### src/rtl/polling_substate_ctrl.sv
// LTSSM Polling sub-state sequencer: drives TS1/TS2/compliance transmission, counts
// training sets, and reports a one-cycle done/fail pulse to the link controller.
module polling_substate_ctrl #(
  parameter int unsigned TX_TS1_MIN     = 1024,
  parameter int unsigned RX_TS_MIN      = 8,
  parameter int unsigned TX_TS2_AFTER   = 16,
  parameter int unsigned ACTIVE_TIMEOUT = 24,
  parameter int unsigned CONFIG_TIMEOUT = 48
) (
  input  logic       clk_i,
  input  logic       rst_ni,
  input  logic       start_i,
  input  logic       abort_i,
  input  logic       ei_exit_i,
  output logic       ts_tx_valid_o,
  output logic       ts_tx_is_ts2_o,
  input  logic       ts_tx_ready_i,
  input  logic       rx_ts_valid_i,
  input  logic       rx_ts_is_ts2_i,
  input  logic       rx_ts_compliance_i,
  output logic       compliance_o,
  output logic       en_8b10b_encoder_o,
  output logic       busy_o,
  output logic       done_o,
  output logic       fail_o,
  output logic [2:0] state_o
);

  typedef enum logic [2:0] {
    StIdle       = 3'd0,
    StActive     = 3'd1,
    StConfig     = 3'd2,
    StCompliance = 3'd3,
    StDone       = 3'd4,
    StFail       = 3'd5
  } state_e;

  localparam int unsigned TxMax = (TX_TS1_MIN > TX_TS2_AFTER) ? TX_TS1_MIN : TX_TS2_AFTER;
  localparam int unsigned TmMax = (ACTIVE_TIMEOUT > CONFIG_TIMEOUT) ? ACTIVE_TIMEOUT
                                                                    : CONFIG_TIMEOUT;
  localparam int unsigned TxW = $clog2(TxMax + 1);
  localparam int unsigned RxW = $clog2(RX_TS_MIN + 1);
  localparam int unsigned TmW = $clog2(TmMax + 1);

  localparam logic [TxW-1:0] TxTs1Lim  = TxW'(TX_TS1_MIN);
  localparam logic [TxW-1:0] TxTs2Lim  = TxW'(TX_TS2_AFTER);
  localparam logic [RxW-1:0] RxLim     = RxW'(RX_TS_MIN);
  localparam logic [TmW-1:0] ActTmoLast = TmW'(ACTIVE_TIMEOUT - 1);
  localparam logic [TmW-1:0] CfgTmoLast = TmW'(CONFIG_TIMEOUT - 1);

  state_e         state_q, state_d;
  logic [TxW-1:0] tx_cnt_q, tx_cnt_d;
  logic [RxW-1:0] rx_cnt_q, rx_cnt_d;
  logic [TmW-1:0] timer_q, timer_d;
  logic           ei_seen_q, ei_seen_d;
  logic           got_ts2_q, got_ts2_d;
  logic           ei_prev_q;
  logic           tx_hs, rx_ts1, rx_ts2;

  function automatic logic [TxW-1:0] tx_sat(input logic [TxW-1:0] c, input logic inc,
                                            input logic [TxW-1:0] lim);
    return (inc && (c < lim)) ? c + 1'b1 : c;
  endfunction

  function automatic logic [RxW-1:0] rx_sat(input logic [RxW-1:0] c, input logic inc);
    return (inc && (c < RxLim)) ? c + 1'b1 : c;
  endfunction

  assign tx_hs  = ts_tx_valid_o & ts_tx_ready_i;
  assign rx_ts1 = rx_ts_valid_i & ~rx_ts_is_ts2_i;
  assign rx_ts2 = rx_ts_valid_i & rx_ts_is_ts2_i;

  always_comb begin
    state_d   = state_q;
    tx_cnt_d  = tx_cnt_q;
    rx_cnt_d  = rx_cnt_q;
    timer_d   = timer_q + 1'b1;
    ei_seen_d = ei_seen_q;
    got_ts2_d = got_ts2_q;
    unique case (state_q)
      StIdle: begin
        timer_d = '0;
        if (start_i) state_d = StActive;
      end
      StActive: begin
        tx_cnt_d  = tx_sat(tx_cnt_q, tx_hs, TxTs1Lim);
        rx_cnt_d  = rx_sat(rx_cnt_q, rx_ts_valid_i & ~rx_ts_compliance_i);
        ei_seen_d = ei_seen_q | ei_exit_i;
        if (rx_ts_valid_i && rx_ts_compliance_i) begin
          state_d = StCompliance;
        end else if (tx_cnt_d >= TxTs1Lim && rx_cnt_d >= RxLim) begin
          state_d = StConfig;
        end else if (timer_q == ActTmoLast) begin
          state_d = ei_seen_d ? StCompliance : StFail;
        end
      end
      StConfig: begin
        got_ts2_d = got_ts2_q | rx_ts2;
        rx_cnt_d  = rx_ts1 ? '0 : rx_sat(rx_cnt_q, rx_ts2);
        // The first Rx TS2 beat already enables Tx TS2 counting
        tx_cnt_d  = tx_sat(tx_cnt_q, tx_hs & got_ts2_d, TxTs2Lim);
        if (rx_cnt_d >= RxLim && tx_cnt_d >= TxTs2Lim) begin
          state_d = StDone;
        end else if (timer_q == CfgTmoLast) begin
          state_d = StFail;
        end
      end
      StCompliance: begin
        timer_d = timer_q;
        if (ei_exit_i && !ei_prev_q) state_d = StActive;
      end
      default: begin
        timer_d = '0;
        state_d = StIdle;
      end
    endcase

    if (abort_i) state_d = StIdle;

    if (state_d != state_q) begin
      tx_cnt_d  = '0;
      rx_cnt_d  = '0;
      timer_d   = '0;
      ei_seen_d = 1'b0;
      got_ts2_d = 1'b0;
    end
  end

  // Outputs are registered from the next state so they track state_q exactly.
  always_ff @(posedge clk_i or negedge rst_ni) begin
    if (!rst_ni) begin
      state_q            <= StIdle;
      tx_cnt_q           <= '0;
      rx_cnt_q           <= '0;
      timer_q            <= '0;
      ei_seen_q          <= 1'b0;
      got_ts2_q          <= 1'b0;
      ei_prev_q          <= 1'b0;
      ts_tx_valid_o      <= 1'b0;
      ts_tx_is_ts2_o     <= 1'b0;
      compliance_o       <= 1'b0;
      en_8b10b_encoder_o <= 1'b0;
      busy_o             <= 1'b0;
      done_o             <= 1'b0;
      fail_o             <= 1'b0;
      state_o            <= 3'd0;
    end else begin
      state_q            <= state_d;
      tx_cnt_q           <= tx_cnt_d;
      rx_cnt_q           <= rx_cnt_d;
      timer_q            <= timer_d;
      ei_seen_q          <= ei_seen_d;
      got_ts2_q          <= got_ts2_d;
      ei_prev_q          <= ei_exit_i;
      ts_tx_valid_o      <= (state_d == StActive) || (state_d == StConfig);
      ts_tx_is_ts2_o     <= (state_d == StConfig);
      compliance_o       <= (state_d == StCompliance);
      en_8b10b_encoder_o <= (state_d != StIdle);
      busy_o             <= (state_d != StIdle);
      done_o             <= (state_d == StDone);
      fail_o             <= (state_d == StFail);
      state_o            <= state_d;
    end
  end

endmodule

### config.mk
export PLATFORM = sky130hd
export DESIGN_NAME = polling_substate_ctrl
export DESIGN_NICKNAME = d
export VERILOG_FILES = /design/src/rtl/polling_substate_ctrl.sv
export SDC_FILE = /design/constraint.sdc
export NUM_CORES = 1
export LEC_CHECK = 0
export ABC_AREA = 1
export BUFFER_PORTS_ARGS = -buffer_cell sky130_fd_sc_hd__buf_4
export CAP_MARGIN = 20
export CELL_PAD_IN_SITES_DETAIL_PLACEMENT = 1
export CELL_PAD_IN_SITES_GLOBAL_PLACEMENT = 1
export CORE_MARGIN = 2
export CORE_UTILIZATION = 25
export CTS_CLUSTER_SIZE = 10
export DETAILED_ROUTE_END_ITERATION = 10
export PLACE_DENSITY_LB_ADDON = 0.1
export SLEW_MARGIN = 10
export SYNTH_ARGS = -nofsm -noshare
export SYNTH_HDL_FRONTEND = slang
export SYNTH_SLANG_ARGS = --single-unit
### constraint.sdc
create_clock -name clk_i -period 5.4 [get_ports clk_i]
set_input_delay 0.81 -clock clk_i [delete_from_list [all_inputs] [get_ports clk_i]]
set_output_delay 0.81 -clock clk_i [all_outputs]
set_load 0.01 [all_outputs]
=== Yosys cells after proc, flatten, opt, wreduce, memory -nomap -nowiden ===
Index checks and enable logic that the tools add are counted.

* Register bits after elaboration: 33
* Input port bits: 9
* Output and inout bits: 10
* Word-level logic and storage cells: 85

* Add/sub/neg operators: 3
* Magnitude comparators: 7
* Eq/ne operators: 12
* Mux-type cells: 25
* Bitwise logic cells: 9
* Reduce and logical (&&, ||, !) cells: 16

{| class="wikitable"
|+ Operators by type and width
! operator !! number
|-
| $mux 11 || 3
|-
| $mux 3 || 9
|-
| $pmux 11 s2 || 1
|-
| $mux 4 || 4
|-
| $eq 3x2->1 const B || 4
|-
| $pmux 3 s4 || 1
|-
| $pmux 6 s2 || 1
|-
| $add 11x1->11 const B || 1
|-
| $ge 11x11->1 const B || 1
|-
| $ge 11x5->1 const B || 1
|-
| $lt 11x11->1 const B || 1
|-
| $lt 11x5->1 const B || 1
|-
| $ge 4x4->1 const B || 2
|-
| $logic_and 1x1->1 || 8
|-
| $pmux 4 s2 || 1
|-
| $add 6x1->6 const B || 1
|-
| $eq 3x1->1 const B || 2
|-
| $eq 3x3->1 const B || 2
|-
| $eq 6x5->1 const B || 1
|-
| $eq 6x6->1 const B || 1
|-
| $mux 6 || 1
|-
| $reduce_bool 3->1 || 2
|-
| $and 1x1->1 || 5
|-
| $add 4x1->4 const B || 1
|-
| 11 further kinds || 17
|}

=== Longest topological paths before layout ===
* Word-level depth: 12
* Gate-level depth with buffers: 15
* Gate-level depth less buffers: 14

=== Least setup slack after synthesis ===
OpenSTA, ideal clock, no wires.

* Path kind: input port to flip-flop
* Start point: in ts_tx_ready_i
* End point: reg tx_cnt_q[8]
* Library setup time: 0.133 ns
* Arrival time: 2.034 ns
* Required time: 5.267 ns
* Path slack: 3.233 ns
* Stages on the path: 14
* Path buffers: 1
* Path through: nand2_1 nor2_4 nand2_1 nor2_1 nand2_1 nand4_1 nand2_1 nand2_1 nand3_2 nand2_2 nand2_1 nand2_2 buf_6 nor3_4

* Word-level cells in the longest chain between the ends: 11
* Elaborated cells on any way between the ends: 19
* Classes of those cells: 2 x order compare; 1 x eq/ne; 9 x mux; 2 x bitwise; 5 x reduce/logical

{| class="wikitable"
|+ RTL lines
! item !! RTL line !! text
|-
| start, declared || 17 || <nowiki>input logic ts_tx_ready_i,</nowiki>
|-
| $and 1x1->1 (*) || 69 || <nowiki>assign tx_hs = ts_tx_valid_o & ts_tx_ready_i;</nowiki>
|-
| $and 1x1->1 or $logic_and 1x1->1 (tied branches) || 101, 62 ||
|-
| $logic_and 1x1->1 or $mux 11 (tied branches) || 62 || <nowiki>return (inc && (c < lim)) ? c + 1'b1 : c;</nowiki>
|-
| $mux 11 or $ge 11x11->1 (tied branches) || 62, 91 ||
|-
| $ge 11x5->1 or $logic_and 1x1->1 (tied branches) || 102, 91 ||
|-
| $logic_and 1x1->1 or $mux 3 (tied branches) || 102, 91 ||
|-
| $mux 3, on equally long branches || 102, 89 ||
|-
| $pmux 3 s4 || 80 || <nowiki>unique case (state_q)</nowiki>
|-
| $mux 3 || 118 || <nowiki>if (abort_i) state_d = StIdle;</nowiki>
|-
| $ne 3x3->1 || 120 || <nowiki>if (state_d != state_q) begin</nowiki>
|-
| $reduce_bool 3->1 (no source line) or $mux 11 (tied branches) || n/a ||
|-
| end signal, assigned || 149 || <nowiki>tx_cnt_q <= tx_cnt_d;</nowiki>
|-
| end, declared || 52 || <nowiki>logic [TxW-1:0] tx_cnt_q, tx_cnt_d;</nowiki>
|}

Mark *: on every way between the ends. The rest lies on a longest branch, timed or not.
A chain may end at the register's enable or synchronous reset.

=== Worst setup path in the final report ===
* Start point: in ts_tx_ready_i
* End point: reg rx_cnt_q[2]

* Word-level cells in the longest chain between the ends: 11
* Elaborated cells on any way between the ends: 18
* Classes of those cells: 2 x order compare; 1 x eq/ne; 8 x mux; 2 x bitwise; 5 x reduce/logical

{| class="wikitable"
|+ RTL lines
! item !! RTL line !! text
|-
| $and 1x1->1 (*) || 69 ||
|-
| $and 1x1->1 or $logic_and 1x1->1 (tied branches) || 101, 62 ||
|-
| $logic_and 1x1->1 or $mux 11 (tied branches) || 62 ||
|-
| $mux 11 or $ge 11x11->1 (tied branches) || 62, 91 ||
|-
| $ge 11x5->1 or $logic_and 1x1->1 (tied branches) || 102, 91 ||
|-
| $logic_and 1x1->1 or $mux 3 (tied branches) || 102, 91 ||
|-
| $mux 3, on equally long branches || 102, 89 ||
|-
| $pmux 3 s4 (*) || 80 ||
|-
| $mux 3 (*) || 118 ||
|-
| $ne 3x3->1 (*) || 120 ||
|-
| $reduce_bool 3->1 (no source line) or $mux 4 (tied branches) || n/a ||
|-
| end signal, assigned || 150 || <nowiki>rx_cnt_q <= rx_cnt_d;</nowiki>
|-
| end, declared || 53 || <nowiki>logic [RxW-1:0] rx_cnt_q, rx_cnt_d;</nowiki>
|}

Marked as above.

==> summary.txt <==
Status
  – Run status: complete, no violations

Placement
  – RD Place Congestion: 0.757
  – Placed instance area: 2450 um^2
  – IO Port Bufs: 18
  – Post-DP HPWL: 4.42 mm

Synth
  – Total nets after synthesis: 290
  – Synth Instances: 278
  – Post-Syn Area: 2270 um^2
  – Synth warn: 0
  – Netlist cell types: 43
  – Most used DFF post-synth: dfrtp_1
  – Seq cells post-synth: 33
  – Avg Cell Area, Syn: 8.16 um^2
  – EDFF count, synth: 0
  – Sequential share of the synthesized area: 0.364
  – FFs w/ async S/R, synth: 1.00

Setup path
  – R2r worst-path depth: 11
  – CP Capture Point: rx_cnt_q[2]
  – Crit Path Class: in -> reg
  – CP Capture Type: flip-flop
  – Crit. Startpoint: ts_tx_ready_i
  – Worst reg2reg path endpoint: rx_cnt_q[2]
  – CP Launch Type: primary input
  – WP data required: 5570 ps
  – CP arrival: 2860 ps
  – R2R Setup Slk: 2730 ps
  – Reg-to-reg startpoint: timer_q[0]
  – Crit-path max FO: 23

Pwr
  – Combinational power share: 0.223
  – Int Pwr: 0.412 mW
  – Tot Pwr: 0.612 mW
  – PD cells: 241 nW/um^2
  – Clock network power share: 0.316
  – Flop pwr share: 0.461
  – Switch share: 0.327
  – LEAKAGE: 1.15 nW
  – Net Sw Power: 0.200 mW
  – Max VDD drop: 0.000117 V

Cells and area
  – Antenna cells: 0
  – Area grow syn2layout: 11.9%
  – Commonest non-fill, non-tap cell in the layout: nand2_1
  – Most frequent cells in the layout: 51 x nand2_1, 33 x dfrtp_1, 31 x inv_1
  – Ratio of cells with drive above 1 in the final layout: 0.248
  – Final instance area: 2540 um^2
  – Layout Utilization: 0.290
  – Nets: 306

Timing
  – Final setup violation count: 0
  – Final Hold Fails: 0
  – FMAX: 372 MHz
  – Fin crit share: 0.498
  – Setup TNS: 0 ps
  – Worst Tran Pin Value: 780 ps
  – Layout Skew: 5.23 ps
  – Final Critical Period: 2690 ps
  – RSZ-0062 raised after global routing: no
  – Relative slew margins: 0.479
  – Fin. max-slew vios: 0

Hold path
  – Hold crit path type: in -> async

Drt
  – Initial detailed-routing violation count: 53
  – Routed via count: 1908
  – DRT Wirelength: 6.01 mm
  – Pre-Repair DR Iteration Count: 4
  – Final ANT Viol Nets: 0
  – Post-DR wirelength/cell: 14.9 um
  – Average vias per placed instance: 4.75
  – Residual DRC: 0

CTS
  – Clock sink count: 33
  – Post-CTS Resized: 0
  – Worst-skew pair later-pin latency: 280 ps
  – Clock transition at path regs: 70 ps
  – CTS tree: yes
  – Root Driver: clkbuf_8
  – Post-CTS setup buffer count: 0
  – CTS buffer count: 5
  – CTS H-tree depth: 2
  – Clock buffer depth: 2
  – # hold bufs at CTS: 0

Floorplanning
  – Initial core utilization: 0.259
  – Floorplan core area: 8760 um^2
  – Die area: 9850 um^2
  – Row count: 34
  – Ports: 19
  – Die Ht: 99.3 um
  – Die extent in x: 99.3 um

Global route
  – GRT Residual Overflow: 0
  – First-pass GRT wire length: 10.4 mm
  – Initial antenna violation count: 0
  – Vias in the first global route: 2054
  – Largest net degree at the start of global routing: 34
  – Total GRT Usage: 0.132

Flow run
  – Max-cap violations: 0
power groups by stage:
stage          registers, mW  logic, mW  clock network, mW
2_1_floorplan          0.281      0.110                  0
3_3_place_gp           0.289      0.139                  0
3_5_place_dp           0.288      0.140                  0
4_1_cts                0.284      0.141              0.205
5_1_grt                0.286      0.155              0.215
6_report               0.283      0.136              0.193
layer usage:
layer | global-route usage | wire, um
met4 | 0.0348 | 72
met1 | 0.171 | 2880
met2 | 0.230 | 2990
met5 | 0 | 0
met3 | 0.0211 | 65
area by class of cell:
cell class	count	area [um^2]
fill	1082	6230
tap	108	135
inverter	38	145
sequential	33	826
multi-input combinational	197	1200
clock buffer	7	86.3
timing repair buffer	19	143
kinds of logic after synthesis:
logic type,after synthesis,share of synthesized area
simple gates,143,0.362
buf+inv,48,0.106
compound gates,41,0.112
flops,33,0.364
xor+xnor,9,0.0348
fa+ha+maj,3,0.0165
mux,1,0.00496
Yosys cell counts, types with 3 or more instances:
| master | number | area, um^2 |
|---|---|---|
| a21oi_1 | 10 | 50.1 |
| buf_6 | 5 | 56.3 |
| dfrtp_1 | 33 | 826 |
| ha_1 | 3 | 37.5 |
| inv_1 | 31 | 116 |
| inv_2 | 6 | 22.5 |
| nand2_1 | 51 | 191 |
| nand2_2 | 6 | 37.5 |
| nand3_1 | 14 | 70.1 |
| nand3_2 | 3 | 30.0 |
| nand4_1 | 5 | 31.3 |
| nor2_1 | 25 | 93.8 |
| nor3_1 | 7 | 35.0 |
| nor3_2 | 22 | 220 |
| o21ai_0 | 14 | 70.1 |
| o22ai_1 | 3 | 18.8 |
| xor2_1 | 8 | 70.1 |
worst min path at each step:
stage          cells past startpoint  slack (ps)       from          to
2_1_floorplan                      0         510     rst_ni      busy_o
3_3_place_gp                       2         580  ei_seen_q   ei_seen_q
4_1_cts                            1         500     rst_ni  timer_q[1]
3_5_place_dp                       2         590  ei_seen_q   ei_seen_q
6_report                           1         480     rst_ni  timer_q[3]
5_1_grt                            1         520     rst_ni  timer_q[1]
critical path, stage by stage:
cell and delay [ps]:
buf_4 80, nand2_1 80, nor2_4 160, nand2_1 70, nor2_1 130, nand2_1 90
nand4_1 100, nand2_1 80, nand2_1 80, nand3_2 90, nand3_1 100, nand3_2 610
nor3_1 370
sequential cells by signal, indices dropped and copies added, names as in the netlist:
signal          flops
tx_cnt_q           11
fail_o              1
compliance_o        1
timer_q             6
busy_o              1
ei_seen_q           1
done_o              1
ei_prev_q           1
ts_tx_valid_o       1
got_ts2_q           1
rx_cnt_q            4
state_q             3
ts_tx_is_ts2_o      1
stage by stage:
| stage | instances | hold slack (ps) | setup slack, ps |
|---|---|---|---|
| CTS | 402 | 497 | 2650 |
| floorplan | 278 | 514 | 3230 |
| global placement | 395 | 575 | 2440 |
| finish | 402 | 478 | 2710 |
| global route | 402 | 518 | 2390 |
| detailed placement | 395 | 589 | 2350 |
(Power assumes the default switching activity.)
